$ cat config.mk
export PLATFORM = sky130hd
export DESIGN_NAME = seg_display_reader
export DESIGN_NICKNAME = d
export VERILOG_FILES = /design/src/rtl/seg_display_reader.sv
export SDC_FILE = /design/constraint.sdc
export NUM_CORES = 1
export LEC_CHECK = 0
export CAP_MARGIN = 20
export CORE_ASPECT_RATIO = 0.5
export CORE_MARGIN = 8
export CORE_UTILIZATION = 58
export DETAILED_ROUTE_END_ITERATION = 8
export PLACE_DENSITY = 0.83
export SETUP_SLACK_MARGIN = 0.5
export SLEW_MARGIN = 20
export SYNTH_ARGS = -nofsm -noshare
export SYNTH_HDL_FRONTEND = slang
export SYNTH_SLANG_ARGS = --single-unit
$ cat constraint.sdc
create_clock -name i_clk -period 4.71 [get_ports i_clk]
set_input_delay 0.471 -clock i_clk [delete_from_list [all_inputs] [get_ports i_clk]]
set_output_delay 0.471 -clock i_clk [all_outputs]
set_load 0.01 [all_outputs]
$ cat src/rtl/seg_display_reader.sv
// Reads two active-low seven-segment digits, debounces the 14-bit pattern and
// emits one {value, err} report per distinct stable reading over a valid/ready handshake.
//
//   state  | meaning
//   -------+-----------------------------------------------------------
//   SETTLE | sample changed recently, counter below STABLE_CYCLES
//   STABLE | sample unchanged for STABLE_CYCLES cycles, decode is final
module seg_display_reader #(
   parameter int STABLE_CYCLES = 16
) (
   input  logic       i_clk,
   input  logic       i_reset_n,
   input  logic [6:0] i_seg1,
   input  logic [6:0] i_seg2,
   input  logic       i_ready,
   output logic       o_valid,
   output logic [7:0] o_value,
   output logic       o_err
);

   localparam int CW = $clog2(STABLE_CYCLES + 1);
   localparam logic [CW-1:0] CNT_MAX = CW'(STABLE_CYCLES);
   localparam logic [CW-1:0] CNT_PRE = CW'(STABLE_CYCLES - 1);

   typedef enum logic {
      SETTLE = 1'b0,
      STABLE = 1'b1
   } state_t;

   logic [13:0]   sync1;
   logic [13:0]   sync2;
   logic [13:0]   sample_prev;
   logic [CW-1:0] cnt;
   state_t        state;

   logic [8:0]    store;
   logic          store_v;
   logic [8:0]    last;
   logic          last_v;

   logic          sample_chg;
   logic          cand_hit;
   logic          cand_new;
   logic          accept;
   logic [4:0]    dec_hi;
   logic [4:0]    dec_lo;
   logic [8:0]    cand;
   logic [8:0]    cur;

   // Returns {err, nibble}; unknown glyphs (including blank) give nibble 0 with err set.
   function automatic logic [4:0] decode_digit(input logic [6:0] seg_n);
      logic [6:0] seg;
      logic [4:0] res;
      seg = ~seg_n;
      res = 5'h10;
      case (seg)
         7'h3F: res = 5'h00;
         7'h06: res = 5'h01;
         7'h5B: res = 5'h02;
         7'h4F: res = 5'h03;
         7'h66: res = 5'h04;
         7'h6D: res = 5'h05;
         7'h7D: res = 5'h06;
         7'h07: res = 5'h07;
         7'h7F: res = 5'h08;
         7'h6F: res = 5'h09;
         7'h77: res = 5'h0A;
         7'h7C: res = 5'h0B;
         7'h39: res = 5'h0C;
         7'h5E: res = 5'h0D;
         7'h79: res = 5'h0E;
         7'h71: res = 5'h0F;
         default: res = 5'h10;
      endcase
      return res;
   endfunction

   assign dec_hi     = decode_digit(sync2[13:7]);
   assign dec_lo     = decode_digit(sync2[6:0]);
   assign cand       = {dec_hi[3:0], dec_lo[3:0], dec_hi[4] | dec_lo[4]};
   assign cur        = {o_value, o_err};
   assign accept     = o_valid & i_ready;
   assign sample_chg = (sync2 != sample_prev);

   // Fires on the edge at which the counter steps onto its terminal value.
   assign cand_hit   = (state == SETTLE) && !sample_chg && (cnt == CNT_PRE);
   assign cand_new   = cand_hit && (!last_v || (cand != last));

   always_ff @(posedge i_clk) begin
      if (!i_reset_n) begin
         sync1       <= '1;
         sync2       <= '1;
         sample_prev <= '1;
         cnt         <= '0;
         state       <= SETTLE;
         store       <= '0;
         store_v     <= 1'b0;
         last        <= '0;
         last_v      <= 1'b0;
         o_valid     <= 1'b0;
         o_value     <= 8'h00;
         o_err       <= 1'b0;
      end else begin
         sync1       <= {i_seg1, i_seg2};
         sync2       <= sync1;
         sample_prev <= sync2;

         if (sample_chg) begin
            cnt   <= '0;
            state <= SETTLE;
         end else if (cnt != CNT_MAX) begin
            cnt   <= cnt + 1'b1;
            state <= (cnt == CNT_PRE) ? STABLE : SETTLE;
         end

         if (accept) begin
            // Acceptance is retired first; anything queued is judged against it.
            o_valid <= 1'b0;
            last    <= cur;
            last_v  <= 1'b1;
            if (cand_hit) begin
               store   <= cand;
               store_v <= (cand != cur);
            end else begin
               store_v <= store_v && (store != cur);
            end
         end else if (o_valid) begin
            if (cand_new) begin
               store   <= cand;
               store_v <= 1'b1;
            end
         end else if (cand_new) begin
            o_valid <= 1'b1;
            o_value <= cand[8:1];
            o_err   <= cand[0];
            store_v <= 1'b0;
         end else if (store_v) begin
            o_valid <= 1'b1;
            o_value <= store[8:1];
            o_err   <= store[0];
            store_v <= 1'b0;
         end
      end
   end

endmodule

==> flow_summary_export.csv, run 1 <==
group,metric,value,unit
synth,synth_nets,460,
critical_path,crit_arrival,3670,ps
synth,avgSynthCellArea,9.429,µm²
synth,synth_edf_count,0,
placement,placedCellCount,531,
floorplanning,rows,21,
cts,cts-htree-levels,3,
synth,synth_ff_type,"dfxtp_1",
timing,worst_slew_pin_slew,964.9,ps
floorplanning,die_h,75.81,µm
timing,hold_viol,0,
placement,hpwl,5764,µm
drt,wl,8419,µm
floorplanning,ios,27,
timing,tns,0,ps
timing,rsz0062_at_grt,"false",
critical_path,start_kind,"flip-flop",
cts,path_clk_slew,60,ps
timing,slew_violations,0,
cts,cts.path.max_buffers,2,
drt,dr_total_vias,3142,
layout,fin_nets,470,
drt,ant_nets,0,
timing,setup-violations-final,0,
cts,numCtsBuffers,9,
cts,clk_latency,340,ps
power_and_ir_drop,finalPower,1.454,mW
synth,netlist_area,4149,µm²
drt,avgViaCountPerCell,5.744,
timing,fin_crit,3478,ps
critical_path,cp-end-kind,"flip-flop",
grt,grt_pass1_wl,14150,µm
cts,cts_tree,"built",
grt,overflow,0,
power_and_ir_drop,ir_worst_vdd,0.2302,mV
synth,yosys_warnings,0,
cts,cts-root-buf,"clkbuf_16",
layout,finalNonFillerCells,547,
placement,io_buffers,26,
status,status,"complete, no violations",
run,maxCapViolCount,0,
synth,synth-seq-area-share,37.64,%
floorplanning,dieArea,10280,µm²
drt,drtPass1Iterations,5,
drt,avgRoutedWirePerCell,15.39,µm
worst_hold_path,min_path_type,"flip-flop to flip-flop",
timing,fin_crit_sh,73.84,%
drt,drtIter0Drc,246,
drt,post-route-drc-count,0,
critical_path,cp_max_fo,14,
layout,antenna_cells,0,
critical_path,path_class,"flip-flop to flip-flop",
floorplanning,core_area,6805,µm²
grt,grt_pass1_vias,2863,
power_and_ir_drop,p_leak,1.759,nW
critical_path,required,4900,ps
synth,async_flop_share,0,%
synth,ys_types,72,
layout,drive_gt1_share,8.352,%
timing,clock_skew,6.089,ps
cts,clock_sinks,78,
synth,ys_ff_latch,78,
cts,cts_hold_buf,0,
timing,max-slew-margin-rel,35.32,%
placement,gp_congestion,0.8833,
grt,grtUsageTotal,17.65,%
floorplanning,floorplan.initialDensity,60.97,%
grt,grt_max_degree,57,
timing,clock.fmax,287.5,MHz
cts,post-cts-setup-buffer-count,0,
power_and_ir_drop,powerDensity,314.1,nW/µm²
grt,antenna_found_initial,0,
cts,ctsResizeCount,0,
floorplanning,fp.dieW,135.6,µm
synth,syn_inst,440,
layout,areaGrowthSynthToFinish,11.61,%
==> per-stage QoR <==
step | cell area, µm² | utilization (%) | hold WS, ps | setup WS (ps)
3_5_place_dp | 4330 | 63.63 | 392.5 | 1360
3_3_place_gp | 4330 | 63.63 | 387.4 | 1487
6_report | 4631 | 68.05 | 403.5 | 1232
5_1_grt | 4631 | 68.05 | 415.7 | 968.5
4_1_cts | 4631 | 68.05 | 405.5 | 1295
2_1_floorplan | 4149 | - | 386.3 | 2179
==> layer usage <==
metal,up-vias,share of wire [%],GRT usage (%)
met5,-,0,0
met2,114,41,24.78
met4,0,2.0,8.537
li1,1578,-,-
met1,1435,50,23.94
met3,15,7.1,5.592
==> power breakdown <==
group	switching, mW	internal, mW	total [mW]
clock network	0.269	0.425	0.694
logic	0.0285	0.0354	0.0639
registers	0.0215	0.675	0.696
==> path summary, 6_finish.rpt <==
check | start | end | slack, ps | cells after the start
worst max register to register | sync2[4]$_SDFF_PN1_ | o_value[2]$_SDFFE_PN0P_ | 1230 | 8
worst max-delay path | sync2[4]$_SDFF_PN1_ | o_value[2]$_SDFFE_PN0P_ | 1230 | 8
worst min-delay path | sync1[9]$_SDFF_PN1_ | sync2[9]$_SDFF_PN1_ | 400 | 1
worst min register to register | sync1[9]$_SDFF_PN1_ | sync2[9]$_SDFF_PN1_ | 400 | 1
==> worst max-delay path: stages, from the launching register on <==
cell       delay, ps
dfxtp_1          620
and4bb_1         300
a2bb2oi_1        360
nand3b_1         300
o32ai_4          300
mux2i_1          230
nor3_2           810
mux2i_1          300
o22ai_1          100
==> sequential cells by signal, summed over array words and instances (netlist names) <==
| signal | count |
|---|---|
| store | 9 |
| sync2 | 14 |
| sync1 | 14 |
| o_valid | 1 |
| sample_prev | 14 |
| cnt | 5 |
| o_value | 8 |
| state | 1 |
| store_v | 1 |
| last_v | 1 |
| last | 9 |
| o_err | 1 |
==> placed cells by master, fill, tap and decap left out, types with 2 or more instances in the layout <==
cell	netlist	layout
a22oi_1	3	3
o211ai_1	3	3
nor4_1	4	4
nor2_1	22	22
xor2_1	12	12
a22o_1	2	2
a41o_1	2	2
or3_1	4	4
clkdlybuf4s50_1	0	25
o21ai_1	2	2
o21ai_0	8	8
and4_1	3	3
nor4_4	3	3
clkinv_2	0	2
nor3_1	14	14
nand2_1	37	37
nand2b_1	42	42
and2_1	3	3
a31oi_1	3	3
dfxtp_1	78	78
a32o_1	2	2
nor3b_1	4	4
ha_1	3	3
nor4b_1	3	3
nand3_1	9	9
inv_1	10	10
a21oi_1	17	17
xnor2_1	27	27
a211oi_1	5	5
nor2b_1	5	5
and3b_1	2	2
o22ai_1	8	8
and4b_1	3	3
and3_1	5	5
nor4bb_1	2	2
nand4_1	5	5
and4bb_1	3	3
mux2i_1	21	21
nand3b_1	2	2
clkbuf_16	0	9
==> layout make-up <==
type / count / area [µm²]
inverters: 10 / 37.54
clock buffers: 11 / 242.7
well taps: 92 / 115.1
clock inverters: 5 / 57.56
multi-input cells: 324 / 2354
repair buffers: 27 / 262.8
flip-flops and latches: 78 / 1562
fillers: 579 / 2175
==> cells in the mapped netlist (all sizes together) (6+ instances only) <==
cell type / instances / area share (%)
a21oi: 17 / 2.1
nand2: 38 / 3.5
buf: 19 / 3.9
o21ai: 10 / 1.2
nor2: 22 / 2.0
o22ai: 8 / 1.2
clkbuf: 9 / 0.81
xnor2: 27 / 5.7
nand2b: 42 / 6.3
a211oi: 6 / 1.2
mux2i: 21 / 5.1
nor4: 7 / 2.1
nand3: 10 / 1.5
xor2: 12 / 2.5
dfxtp: 78 / 38
nor3: 15 / 1.9
inv: 10 / 0.90
==> logic make-up (layout without fill, tap and decap cells) <==
family / count (synthesis) / after routing / synth area share [%]
compound gates: 74 / 74 / 14.36
xor+xnor: 39 / 39 / 8.233
fa+ha+maj: 3 / 3 / 0.9048
buf+inv: 38 / 53 / 5.639
flops: 78 / 78 / 37.64
mux: 22 / 22 / 5.338
simple gates: 186 / 186 / 27.90
(Power assumes the default switching activity.)
==> run 2, diff against run 1 <==
==> constraint.sdc (replaced) <==
create_clock -name i_clk -period 3.4 [get_ports i_clk]
set_input_delay 0.34 -clock i_clk [delete_from_list [all_inputs] [get_ports i_clk]]
set_output_delay 0.34 -clock i_clk [all_outputs]
set_load 0.01 [all_outputs]
==> run 2 against run 1 <==
Via count up 1.1%. Core utilization is 1.4 points higher. Die area stayed put. Hold slack worse by 18 ps. Global-route usage grew 0.30 points. Flip-flop and latch count unchanged. Combinational power up 41%. Wire length grew 4.7%. First-iteration DRC count down 22%. Clock skew decreased by 1.5 ps. Clock-buffer cell count decreased by 1. Largest cell class unchanged. Highest routed layer unchanged.
==> flow_summary_export.csv, run 2 (synthesized netlist as in run 1, its figures left out) <==
group,metric,value,unit
grt,grtUsageTotal,17.95,%
layout,areaGrowthSynthToFinish,13.96,%
timing,max-slew-margin-rel,53.56,%
critical_path,crit_arrival,2970,ps
placement,gp_congestion,0.9125,
cts,cts_hold_buf,0,
cts,numCtsBuffers,9,
floorplanning,core_area,6805,µm²
critical_path,start_kind,"flip-flop",
critical_path,path_cells,"nor4b_4 -> a22oi_4 -> and4_4 -> nor4_4 -> a41oi_2 -> nor3_4 -> buf_4 -> mux2i_1 -> o22ai_1",
floorplanning,fp.dieW,135.6,µm
grt,grt_max_degree,39,
critical_path,r2r_cells,9,
layout,fin_nets,472,
grt,grt_pass1_wl,14260,µm
grt,antenna_found_initial,0,
cts,clock_sinks,78,
placement,placedCellCount,532,
timing,rsz0062_at_grt,"false",
placement,io_buffers,26,
critical_path,cp-end-kind,"flip-flop",
floorplanning,ios,27,
layout,final_common_cell,"dfxtp_1",
timing,hold_viol,0,
layout,fin_util,69.48,%
critical_path,cp_top_family,"simple AND/OR/NAND/NOR gates",
worst_hold_path,holdPathStages,2,
drt,post-route-drc-count,0,
layout,antenna_cells,0,
layout,finalNonFillerCells,549,
drt,avgRoutedWirePerCell,16.05,µm
critical_path,r2r_start,"sync2[11]$_SDFF_PN1_",
drt,drtPass1Iterations,4,
floorplanning,floorplan.initialDensity,60.97,%
timing,worst_slew_pin_slew,691.3,ps
cts,path_clk_slew,60,ps
timing,clock.fmax,361.8,MHz
power_and_ir_drop,finalPower,2.014,mW
power_and_ir_drop,p_leak,1.762,nW
cts,cts.path.max_buffers,2,
timing,fin_crit,2764,ps
worst_hold_path,min_delay_worst_endpoint,"sample_prev[13]$_SDFF_PN1_",
status,status,"complete, no violations",
drt,ant_nets,0,
worst_hold_path,min_path_type,"input port to flip-flop",
critical_path,r2r_setup_slack,640,ps
floorplanning,dieArea,10280,µm²
cts,clk_latency,340,ps
placement,hpwl,6104,µm
critical_path,required,3600,ps
timing,fin_crit_sh,81.29,%
drt,drtIter0Drc,192,
drt,avgViaCountPerCell,5.785,
cts,cts-root-buf,"clkbuf_16",
cts,cts_tree,"built",
grt,grt_pass1_vias,2910,
floorplanning,die_h,75.81,µm
critical_path,worstSetupPathDepth,9,
layout,nFillCells,515,
power_and_ir_drop,ir_worst_vdd,0.3411,mV
drt,dr_total_vias,3176,
run,maxCapViolCount,0,
critical_path,reg2reg_to,"o_value[7]$_SDFFE_PN0P_",
timing,clock_skew,4.592,ps
power_and_ir_drop,powerDensity,425.9,nW/µm²
critical_path,path_class,"flip-flop to flip-flop",
critical_path,cpPeakStageDelay,440,ps
critical_path,crit_path_top_delay_cell,"nor4b_4",
layout,top_regs,"sample_prev x14, sync1 x14, sync2 x14",
timing,tns,0,ps
layout,drive_gt1_share,14.22,%
timing,slew_violations,0,
floorplanning,rows,21,
cts,cts-htree-levels,3,
critical_path,cp_max_fo,15,
timing,setup-violations-final,0,
drt,wl,8812,µm
worst_hold_path,worstHoldStart,"i_reset_n",
layout,final_cell_mix,"dfxtp_1, nand2b_1, nand2_1",
critical_path,worst-path-buf-inv,1,
grt,overflow,0,
timing,hold_ws,385.3,ps
run 2: cell count changes in the layout (fill, tap and decap cells not counted), sizes merged:
cell	before	now
clkinvlp	0	3
buf	2	4
clkinv	3	1
clkbuf	11	10
run 2: power by group:
group,total [mW],internal (mW),leakage (nW),switching (mW)
clock,0.958,0.572,0.135,0.386
sequential,0.966,0.935,0.632,0.0311
combinational,0.0902,0.0496,0.994,0.0406
run 2: per-layer routing:
metal	global-route usage [%]	vias up	wire length, µm
met4	7.317	0	91
met1	23.31	1491	4283
met2	26.25	96	3833
li1	-	1577	-
met5	0	-	0
met3	6.908	12	603
run 2: through the flow:
step | cell area [µm²] | setup slack (ps)
floorplan | 4149 | 869.4
global placement | 4338 | 324.3
detailed placement | 4338 | 268.4
CTS | 4659 | 496.2
global route | 4728 | 506.5
finish | 4728 | 636.0
run 2: worst max path at each step:
stage | startpoint | end
5_1_grt | sync2[10]$_SDFF_PN1_ | o_value[0]$_SDFFE_PN0P_
3_3_place_gp | sync2[4]$_SDFF_PN1_ | o_value[7]$_SDFFE_PN0P_
4_1_cts | sync2[13]$_SDFF_PN1_ | o_value[7]$_SDFFE_PN0P_
6_report | sync2[11]$_SDFF_PN1_ | o_value[7]$_SDFFE_PN0P_
2_1_floorplan | sync2[8]$_SDFF_PN1_ | o_err$_SDFFE_PN0P_
3_5_place_dp | sync2[4]$_SDFF_PN1_ | o_value[7]$_SDFFE_PN0P_
run 2: layout make-up:
type                            count  area (µm²)  area share [%]
Clock inverter                      6       70.07           1.482
Clock buffer                       10       229.0           4.843
Timing Repair Buffer               29       277.8           5.875
Sequential cell                    78        1584           33.50
Tap cell                           92       115.1           2.435
Multi-Input combinational cell    324        2415           51.07
Inverter                           10       37.54          0.7939
run 2: repair_timing:
item / in CTS / in global routing
buffers inserted: 0 / 1
resized for setup: 14 / 15
setup endpoints to repair: 19 / 19
pin swaps: 1 / 4
